**config.mk**
```make
export PLATFORM = sky130hd
export DESIGN_NAME = store_commit_buffer_flat
export DESIGN_NICKNAME = d
export VERILOG_FILES = /design/src/rtl/cpu_pkg.sv /design/src/rtl/store_commit_buffer_if.sv /design/src/rtl/store_match_cam.sv /design/src/rtl/store_commit_buffer.sv /design/src/flat_wrapper.sv
export SDC_FILE = /design/constraint.sdc
export NUM_CORES = 1
export LEC_CHECK = 0
export CAP_MARGIN = 5
export CORE_AREA = 8 8 281 283
export DETAILED_ROUTE_END_ITERATION = 6
export DIE_AREA = 0 0 289 291
export GPL_ROUTABILITY_DRIVEN = 0
export SLEW_MARGIN = 0
export SYNTH_ARGS = -nofsm -noshare
export SYNTH_HDL_FRONTEND = slang
export SYNTH_SLANG_ARGS = --single-unit
```
**constraint.sdc**
```tcl
create_clock -name clock -period 6.1 [get_ports clock]
set_clock_uncertainty 0.1 [all_clocks]
set_input_delay 1.525 -clock clock [delete_from_list [all_inputs] [get_ports clock]]
set_output_delay 1.525 -clock clock [all_outputs]
set_load 0.005 [all_outputs]
```
**src/rtl/cpu_pkg.sv**
```systemverilog
// Shared CPU definitions: memory write-type codes, store-buffer drain states and entry layout.
package cpu_pkg;

    localparam int CPU_ADDR_W = 32;
    localparam int CPU_DATA_W = 32;

    localparam logic [1:0] MEM_BYTE = 2'd0;
    localparam logic [1:0] MEM_HALF = 2'd1;
    localparam logic [1:0] MEM_WORD = 2'd2;

    typedef enum logic [1:0] {
        SCB_IDLE = 2'd0,
        SCB_REQ  = 2'd1,
        SCB_WAIT = 2'd2
    } scb_state_e;

    typedef struct packed {
        logic                  valid;
        logic [CPU_ADDR_W-1:0] addr;
        logic [CPU_DATA_W-1:0] data;
        logic [1:0]            mtype;
    } scb_entry_t;

    function automatic logic word_aligned(input logic [1:0] lsb);
        return (lsb == 2'b00);
    endfunction

endpackage

```
**src/rtl/store_commit_buffer_if.sv**
```systemverilog
// Bundle of the commit, memory-write and load-check signals around the store commit buffer.
interface store_commit_buffer_if
    import cpu_pkg::*;
#(
    parameter int ADDR_W = CPU_ADDR_W,
    parameter int DATA_W = CPU_DATA_W,
    parameter int PTR_W  = 2
);
    logic              commit_valid;
    logic              commit_ready;
    logic [ADDR_W-1:0] commit_addr;
    logic [DATA_W-1:0] commit_data;
    logic [1:0]        commit_type;
    logic              mem_req;
    logic [ADDR_W-1:0] mem_addr;
    logic [DATA_W-1:0] mem_data;
    logic [1:0]        mem_type;
    logic              mem_done;
    logic [ADDR_W-1:0] load_addr;
    logic              load_conflict;
    logic              fwd_valid;
    logic [DATA_W-1:0] fwd_data;
    logic              empty;
    logic [PTR_W:0]    count;

    modport master (
        output commit_valid, commit_addr, commit_data, commit_type, mem_done, load_addr,
        input  commit_ready, mem_req, mem_addr, mem_data, mem_type,
        input  load_conflict, fwd_valid, fwd_data, empty, count
    );

    modport slave (
        input  commit_valid, commit_addr, commit_data, commit_type, mem_done, load_addr,
        output commit_ready, mem_req, mem_addr, mem_data, mem_type,
        output load_conflict, fwd_valid, fwd_data, empty, count
    );
endinterface

```
**src/rtl/store_match_cam.sv**
```systemverilog
// Word-address comparator across all buffer entries; reports the youngest matching entry.
module store_match_cam #(
    parameter int DEPTH = 4,
    parameter int PTR_W = 2,
    parameter int TAG_W = 30
) (
    input  logic [PTR_W-1:0]             head,
    input  logic [DEPTH-1:0]             valid,
    input  logic [DEPTH-1:0][TAG_W-1:0]  tags,
    input  logic [TAG_W-1:0]             probe,
    output logic                         hit,
    output logic [PTR_W-1:0]             hit_idx
);
    logic [PTR_W-1:0] idx_s;

    // Walk from oldest (head) to youngest so the last match found wins
    always_comb begin
        hit     = 1'b0;
        hit_idx = head;
        idx_s   = head;
        for (int i = 0; i < DEPTH; i++) begin
            idx_s = head + PTR_W'(i);
            if (valid[idx_s] && (tags[idx_s] == probe)) begin
                hit     = 1'b1;
                hit_idx = idx_s;
            end else begin
                hit     = hit;
                hit_idx = hit_idx;
            end
        end
    end
endmodule

```
**src/rtl/store_commit_buffer.sv**
```systemverilog
// FIFO of committed stores draining in order to data memory, one outstanding write at a time.
// Define STORE_FWD_EN to forward a youngest full-word store directly to a matching load.
module store_commit_buffer
    import cpu_pkg::*;
#(
    parameter int DEPTH  = 4,
    parameter int ADDR_W = CPU_ADDR_W,
    parameter int DATA_W = CPU_DATA_W,
    parameter int PTR_W  = 2
) (
    input  logic                 clock,
    input  logic                 reset_n,
    store_commit_buffer_if.slave bus
);
    localparam logic [PTR_W:0] FULL_CNT = (PTR_W+1)'(DEPTH);
    localparam logic [PTR_W:0] ZERO_CNT = {(PTR_W+1){1'b0}};
    localparam int             TAG_W    = ADDR_W - 2;

    scb_entry_t                  entry_r [DEPTH];
    logic [PTR_W-1:0]            head_r;
    logic [PTR_W-1:0]            tail_r;
    logic [PTR_W:0]              count_r;
    scb_state_e                  state_r;
    scb_state_e                  next_state_s;
    logic                        push_s;
    logic                        pop_s;
    logic                        capture_s;
    logic                        mem_req_nxt_s;
    logic                        mem_req_r;
    logic [ADDR_W-1:0]           mem_addr_r;
    logic [DATA_W-1:0]           mem_data_r;
    logic [1:0]                  mem_type_r;
    logic [DEPTH-1:0]            valid_s;
    logic [DEPTH-1:0][TAG_W-1:0] tag_s;
    logic                        hit_s;
    logic [PTR_W-1:0]            hit_idx_s;
    logic                        unused_s;

    // Drain FSM state register
    always_ff @(posedge clock) begin
        if (!reset_n) begin
            state_r <= SCB_IDLE;
        end else begin
            state_r <= next_state_s;
        end
    end

    // Drain FSM next state; a done seen in REQ completes the write immediately
    always_comb begin
        next_state_s = state_r;
        case (state_r)
            SCB_IDLE: begin
                if (count_r != ZERO_CNT) next_state_s = SCB_REQ;
                else                     next_state_s = SCB_IDLE;
            end
            SCB_REQ: begin
                if (bus.mem_done) next_state_s = SCB_IDLE;
                else              next_state_s = SCB_WAIT;
            end
            SCB_WAIT: begin
                if (bus.mem_done) next_state_s = SCB_IDLE;
                else              next_state_s = SCB_WAIT;
            end
            default: next_state_s = SCB_IDLE;
        endcase
    end

    // Drain FSM outputs: push acceptance, head capture and pop strobes
    always_comb begin
        push_s    = bus.commit_valid && (count_r != FULL_CNT);
        pop_s     = 1'b0;
        capture_s = 1'b0;
        case (state_r)
            SCB_IDLE: begin
                capture_s = (next_state_s == SCB_REQ);
                pop_s     = 1'b0;
            end
            SCB_REQ, SCB_WAIT: begin
                capture_s = 1'b0;
                pop_s     = bus.mem_done;
            end
            default: begin
                capture_s = 1'b0;
                pop_s     = 1'b0;
            end
        endcase
        mem_req_nxt_s = (next_state_s != SCB_IDLE);
    end

    // Pointer and occupancy tracking; a pop never targets the slot being pushed
    always_ff @(posedge clock) begin
        if (!reset_n) begin
            head_r  <= {PTR_W{1'b0}};
            tail_r  <= {PTR_W{1'b0}};
            count_r <= ZERO_CNT;
        end else begin
            if (push_s) tail_r <= tail_r + PTR_W'(1);
            if (pop_s)  head_r <= head_r + PTR_W'(1);
            case ({push_s, pop_s})
                2'b10:   count_r <= count_r + (PTR_W+1)'(1);
                2'b01:   count_r <= count_r - (PTR_W+1)'(1);
                default: count_r <= count_r;
            endcase
        end
    end

    // Entry storage: fill at tail, invalidate head when its write completes
    always_ff @(posedge clock) begin
        if (!reset_n) begin
            for (int i = 0; i < DEPTH; i++) entry_r[i] <= '0;
        end else begin
            if (push_s) begin
                entry_r[tail_r] <= '{valid: 1'b1, addr: bus.commit_addr,
                                     data: bus.commit_data, mtype: bus.commit_type};
            end
            if (pop_s) entry_r[head_r].valid <= 1'b0;
        end
    end

    // Registered memory request; mem_* held stable for the whole write
    always_ff @(posedge clock) begin
        if (!reset_n) begin
            mem_req_r  <= 1'b0;
            mem_addr_r <= {ADDR_W{1'b0}};
            mem_data_r <= {DATA_W{1'b0}};
            mem_type_r <= 2'd0;
        end else begin
            mem_req_r <= mem_req_nxt_s;
            if (capture_s) begin
                mem_addr_r <= entry_r[head_r].addr;
                mem_data_r <= entry_r[head_r].data;
                mem_type_r <= entry_r[head_r].mtype;
            end
        end
    end

    // Gather per-entry word tags for the load check
    always_comb begin
        valid_s = {DEPTH{1'b0}};
        tag_s   = '0;
        for (int i = 0; i < DEPTH; i++) begin
            valid_s[i] = entry_r[i].valid;
            tag_s[i]   = entry_r[i].addr[ADDR_W-1:2];
        end
    end

    store_match_cam #(
        .DEPTH (DEPTH),
        .PTR_W (PTR_W),
        .TAG_W (TAG_W)
    ) u_cam (
        .head    (head_r),
        .valid   (valid_s),
        .tags    (tag_s),
        .probe   (bus.load_addr[ADDR_W-1:2]),
        .hit     (hit_s),
        .hit_idx (hit_idx_s)
    );

`ifdef STORE_FWD_EN
    scb_entry_t hit_entry_s;

    // Forward only when the youngest match is an aligned word store at exactly load_addr
    always_comb begin
        hit_entry_s = entry_r[hit_idx_s];
        if (hit_s && hit_entry_s.valid && (hit_entry_s.mtype == MEM_WORD) &&
            (hit_entry_s.addr == bus.load_addr) && word_aligned(hit_entry_s.addr[1:0])) begin
            bus.fwd_valid     = 1'b1;
            bus.fwd_data      = hit_entry_s.data;
            bus.load_conflict = 1'b0;
        end else begin
            bus.fwd_valid     = 1'b0;
            bus.fwd_data      = {DATA_W{1'b0}};
            bus.load_conflict = hit_s;
        end
    end
`else
    assign bus.fwd_valid     = 1'b0;
    assign bus.fwd_data      = {DATA_W{1'b0}};
    assign bus.load_conflict = hit_s;
`endif

    assign unused_s = ^{hit_idx_s, bus.load_addr[1:0]};

    assign bus.commit_ready = (count_r != FULL_CNT);
    assign bus.empty        = (count_r == ZERO_CNT) && (state_r == SCB_IDLE);
    assign bus.count        = count_r;
    assign bus.mem_req      = mem_req_r;
    assign bus.mem_addr     = mem_addr_r;
    assign bus.mem_data     = mem_data_r;
    assign bus.mem_type     = mem_type_r;
endmodule
```
**src/flat_wrapper.sv**
```systemverilog
// flat-port wrapper written by rule: the top's interface ports become plain ports
module store_commit_buffer_flat import cpu_pkg::*;
#(
    parameter int DEPTH  = 4,
    parameter int ADDR_W = CPU_ADDR_W,
    parameter int DATA_W = CPU_DATA_W,
    parameter int PTR_W  = 2
)
  (clock, reset_n, bus_commit_valid, bus_commit_addr, bus_commit_data, bus_commit_type, bus_mem_done, bus_load_addr, bus_commit_ready, bus_mem_req, bus_mem_addr, bus_mem_data, bus_mem_type, bus_load_conflict, bus_fwd_valid, bus_fwd_data, bus_empty, bus_count);
  store_commit_buffer_if #(.ADDR_W(ADDR_W), .DATA_W(DATA_W), .PTR_W(PTR_W)) bus_i ();
  input  logic clock;
  input  logic reset_n;
  input wire logic [$bits(bus_i.commit_valid)-1:0] bus_commit_valid;
  input wire logic [$bits(bus_i.commit_addr)-1:0] bus_commit_addr;
  input wire logic [$bits(bus_i.commit_data)-1:0] bus_commit_data;
  input wire logic [$bits(bus_i.commit_type)-1:0] bus_commit_type;
  input wire logic [$bits(bus_i.mem_done)-1:0] bus_mem_done;
  input wire logic [$bits(bus_i.load_addr)-1:0] bus_load_addr;
  output wire logic [$bits(bus_i.commit_ready)-1:0] bus_commit_ready;
  output wire logic [$bits(bus_i.mem_req)-1:0] bus_mem_req;
  output wire logic [$bits(bus_i.mem_addr)-1:0] bus_mem_addr;
  output wire logic [$bits(bus_i.mem_data)-1:0] bus_mem_data;
  output wire logic [$bits(bus_i.mem_type)-1:0] bus_mem_type;
  output wire logic [$bits(bus_i.load_conflict)-1:0] bus_load_conflict;
  output wire logic [$bits(bus_i.fwd_valid)-1:0] bus_fwd_valid;
  output wire logic [$bits(bus_i.fwd_data)-1:0] bus_fwd_data;
  output wire logic [$bits(bus_i.empty)-1:0] bus_empty;
  output wire logic [$bits(bus_i.count)-1:0] bus_count;
  assign bus_i.commit_valid = bus_commit_valid;
  assign bus_i.commit_addr = bus_commit_addr;
  assign bus_i.commit_data = bus_commit_data;
  assign bus_i.commit_type = bus_commit_type;
  assign bus_i.mem_done = bus_mem_done;
  assign bus_i.load_addr = bus_load_addr;
  assign bus_commit_ready = bus_i.commit_ready;
  assign bus_mem_req = bus_i.mem_req;
  assign bus_mem_addr = bus_i.mem_addr;
  assign bus_mem_data = bus_i.mem_data;
  assign bus_mem_type = bus_i.mem_type;
  assign bus_load_conflict = bus_i.load_conflict;
  assign bus_fwd_valid = bus_i.fwd_valid;
  assign bus_fwd_data = bus_i.fwd_data;
  assign bus_empty = bus_i.empty;
  assign bus_count = bus_i.count;
  store_commit_buffer #(.DEPTH(DEPTH), .ADDR_W(ADDR_W), .DATA_W(DATA_W), .PTR_W(PTR_W)) u_core (.clock(clock), .reset_n(reset_n), .bus(bus_i));
endmodule
```
==> impl_metrics.py <==
metrics = {
    "detailed_routing": {
        "num_vias": 13070,
        "ant_nets": 0,
        "wl_met2_um": 28470,
        "vias_per_cell": 4.875,
        "drtPass1Iterations": 5,
        "routed_wirelength_um": 60900,
        "wl_per_cell_um": 22.72,
        "wl_met3_um": 5435,
        "wl_met1_um": 24860,
        "dr.max_layer_used": "met5",
        "drtIter0Drc": 1198,
        "drc": 0,
    },
    "synthesis": {
        "ys_seq_area_share_pct": 51.76,
        "synthAdderAreaFrac_pct": 0.5845,
        "ys.warnings.count": 0,
        "synth_edf_count": 264,
        "syn_area_sq_mm": 0.01841,
        "avgSynthCellArea_sq_um": 12.00,
        "synth_compound_area_share_pct": 6.300,
        "syn_inst": 1534,
        "synth.distinct_cells": 64,
        "synth_top_family_by_area": "multiplexers",
        "yosys.area.top_type": "edfxtp_1",
        "synth_area_leaders": "edfxtp_1 43%, mux4_2 10%, dfxtp_1 8.7%",
        "ys_seq_elements": 344,
        "synth_xor_xnor_area_share_pct": 4.282,
        "yosys.area_share.simple_pct": 15.82,
        "synth_mux_area_share_pct": 15.89,
        "netlist.area_leader.share_pct": 43.06,
        "ys.flop_type": "edfxtp_1",
        "async_reset_ff_share_pct": 0,
    },
    "worst_hold_path": {
        "hold_class": "reg -> reg",
        "hold_start": "u_core.bus.mem_data[30]",
        "hold_depth": 2,
        "holdPathEnd": "u_core.bus.mem_data[30]",
    },
    "layout": {
        "nFillCells": 7591,
        "areaGrowthSynthToFinish_pct": 20.75,
        "drive_above_1_share_pct": 12.40,
        "instances_no_fill": 2680,
        "nets": 1774,
    },
    "clock_network": {
        "clkTransAtPathRegs_ns": 0.06,
        "cts_tree": "done",
        "clock_latency_ns": 0.57,
        "ctsHtreeMaxLevel": 2,
        "clock_sinks": 344,
        "clockBufferDepth": 3,
        "numCtsBuffers": 38,
        "cts_root_buf": "clkbuf_16",
        "post-cts-setup-buffer-count": 0,
    },
    "global_route": {
        "grt_pass1_vias": 12930,
        "antenna_found_initial": 19,
        "grt_max_degree": 102,
        "grtUsageTotal_pct": 13.89,
        "overflow": 0,
        "grt_pass1_wl_um": 87830,
    },
    "timing": {
        "finalCritPeriodShare_pct": 98.88,
        "tightest_slew_ns": 1.047,
        "setup_violations": 0,
        "setup-tns-final_ns": 0,
        "final-hold-violation-count": 0,
        "timing.hold.ws_ns": 0.3528,
        "maxSlewHeadroom_pct": 30.22,
        "fin_crit_ns": 6.032,
        "rsz0062_at_grt": "no",
        "final-max-slew-violation-count": 0,
        "max_freq_mhz": 165.8,
    },
    "floorplan": {
        "die_h_um": 291,
        "rows": 101,
        "ioPinCount": 208,
        "start_util_pct": 24.61,
        "coreArea_sq_mm": 0.07481,
        "dieArea_sq_mm": 0.08410,
        "dieWidth_um": 289,
    },
    "critical_path": {
        "rrSetupSlack_ns": 2.88,
        "path_class": "in -> out",
        "critPathCaptureType": "primary output",
        "crit_path_max_fanout": 12,
        "reg2reg_to": "u_core.entry_r[3][54]",
        "arrival_ns": 4.41,
        "start_kind": "input pin",
        "reg2reg_depth": 7,
        "rr_startpoint": "u_core.bus.count[0]",
        "crit_required_ns": 4.47,
    },
    "status": {
        "status": "finished clean",
    },
    "placed_design": {
        "portBuffers": 172,
        "dp_cells": 2602,
        "dp_hpwl_um": 40130,
    },
    "power_and_ir_drop": {
        "p_leak_nw": 7.790,
        "power.density_mw_per_mm2": 375.1,
        "vdd_drop_max_mv": 0.2592,
        "p_total_w": 0.008339,
    },
    "job": {
        "max_cap_viol_count": 0,
    },
}
cell families (layout without fill, tap and decap cells):
| group | count (synthesis) | in the layout |
|---|---|---|
| fa+ha+maj | 8 | 8 |
| buf+inv | 176 | 304 |
| xor+xnor | 90 | 90 |
| flops | 344 | 344 |
| other cells | 1 | 41 |
| mux | 179 | 179 |
| compound gates | 185 | 185 |
| simple gates | 551 | 551 |
layout by cell type (no fill, tap or decap), types with 5 or more instances in the layout:
master	synthesis	routed
and2_1	201	200
clkdlybuf4s50_1	0	171
nor2_1	34	34
xor2_1	48	48
inv_1	24	23
conb_1	1	33
nor4_1	11	11
nand2_1	175	174
nand4_1	12	12
buf_4	39	34
edfxtp_1	264	264
and3_1	71	71
xnor2_1	42	42
mux2i_1	82	82
dfxtp_1	80	78
nand2b_1	8	5
nand3_1	17	17
ha_1	7	6
a211oi_1	5	5
clkbuf_16	0	38
o2111ai_1	6	6
a21oi_1	87	87
nor3_1	8	7
clkinv_2	0	8
o22ai_1	13	13
mux2_2	7	7
mux4_2	84	84
clkbuf_1	80	7
diode_2	0	8
o211ai_1	13	13
o21ai_0	24	23
state kept, by name, indices dropped and copies added, names as in the netlist:
signal / count
u_core.bus.mem_type: 2
u_core.head_r: 2
u_core.tail_r: 2
u_core.bus.count: 3
u_core.bus.mem_addr: 32
u_core.state_r: 2
u_core.bus.mem_req: 1
u_core.bus.mem_data: 32
u_core.entry_r: 268
Yosys cell counts (3+ instances only):
cell / number
nor3b_1: 4
nor3_1: 8
buf_6: 7
buf_1: 7
mux2_2: 7
nand2_1: 175
buf_2: 11
xnor2_1: 42
and2_1: 201
clkbuf_1: 80
a221o_1: 3
a221oi_1: 4
a2bb2oi_1: 4
o211ai_1: 13
a211oi_1: 5
o21ai_0: 24
mux2i_1: 82
nor2_1: 34
inv_1: 24
dfxtp_1: 80
o2111ai_1: 6
a21oi_1: 87
o22ai_1: 13
buf_8: 4
mux4_1: 4
buf_4: 39
buf_12: 4
mux4_2: 84
a222oi_1: 4
a2111oi_0: 3
nand2b_1: 8
edfxtp_1: 264
and3_1: 71
nand3_1: 17
nor4_1: 11
ha_1: 7
nand4_1: 12
xor2_1: 48
layout make-up:
class	instances	area (sq um)	area share (%)
timing repair buffer	210	2052	9.231
multi-input combinational	1046	8089	36.39
tap	978	1224	5.505
clock inverter	24	227.7	1.024
inverter	24	90.09	0.4052
antenna	8	20.02	0.09005
sequential	344	9537	42.90
clock buffer	46	991.0	4.458
layer usage:
layer,up-vias,GRT usage [%]
met5,-,0
met4,20,4.588
met3,146,4.133
met2,584,22.76
met1,6512,17.34
li1,5803,-
per-stage QoR:
| step | setup slack [ns] | util (%) | cell area (sq um) |
|---|---|---|---|
| finish | 0.06846 | 29.71 | 22230 |
| global route | 0.03614 | 29.69 | 22220 |
| CTS | 0.04907 | 29.67 | 22200 |
| detailed placement | 0.2012 | 28.05 | 20980 |
| global placement | 0.1795 | 28.05 | 20980 |
| floorplan | 1.288 | - | 18530 |
worst max-delay path, cell delays in order:
cell and delay [ns]:
clkdlybuf4s50_1 0.46, buf_4 0.23, a221oi_1 0.32, o2111ai_1 0.15
nor4_1 0.55, o211ai_1 0.22, o22ai_1 0.18, a311o_1 0.22
clkdlybuf4s50_1 0.55
worst max-delay path by stage:
stage                   endpoint              start
2_1_floorplan  bus_load_conflict   u_core.head_r[0]
3_3_place_gp   bus_load_conflict  bus_load_addr[16]
3_5_place_dp   bus_load_conflict  bus_load_addr[16]
4_1_cts        bus_load_conflict   u_core.head_r[0]
5_1_grt        bus_load_conflict   u_core.head_r[0]
6_report       bus_load_conflict  bus_load_addr[25]
power breakdown:
part / internal [W] / switching (W)
registers: 0.00287 / 0.000188
clock network: 0.00130 / 0.000987
logic: 0.00127 / 0.00172
total: 0.00544 / 0.00290
timing repair:
action	in CTS	in global routing
hold buffers	0	0
resized for setup	0	1
endpoints found under the setup margin	0	1
Power figures use the tool's default switching activity.
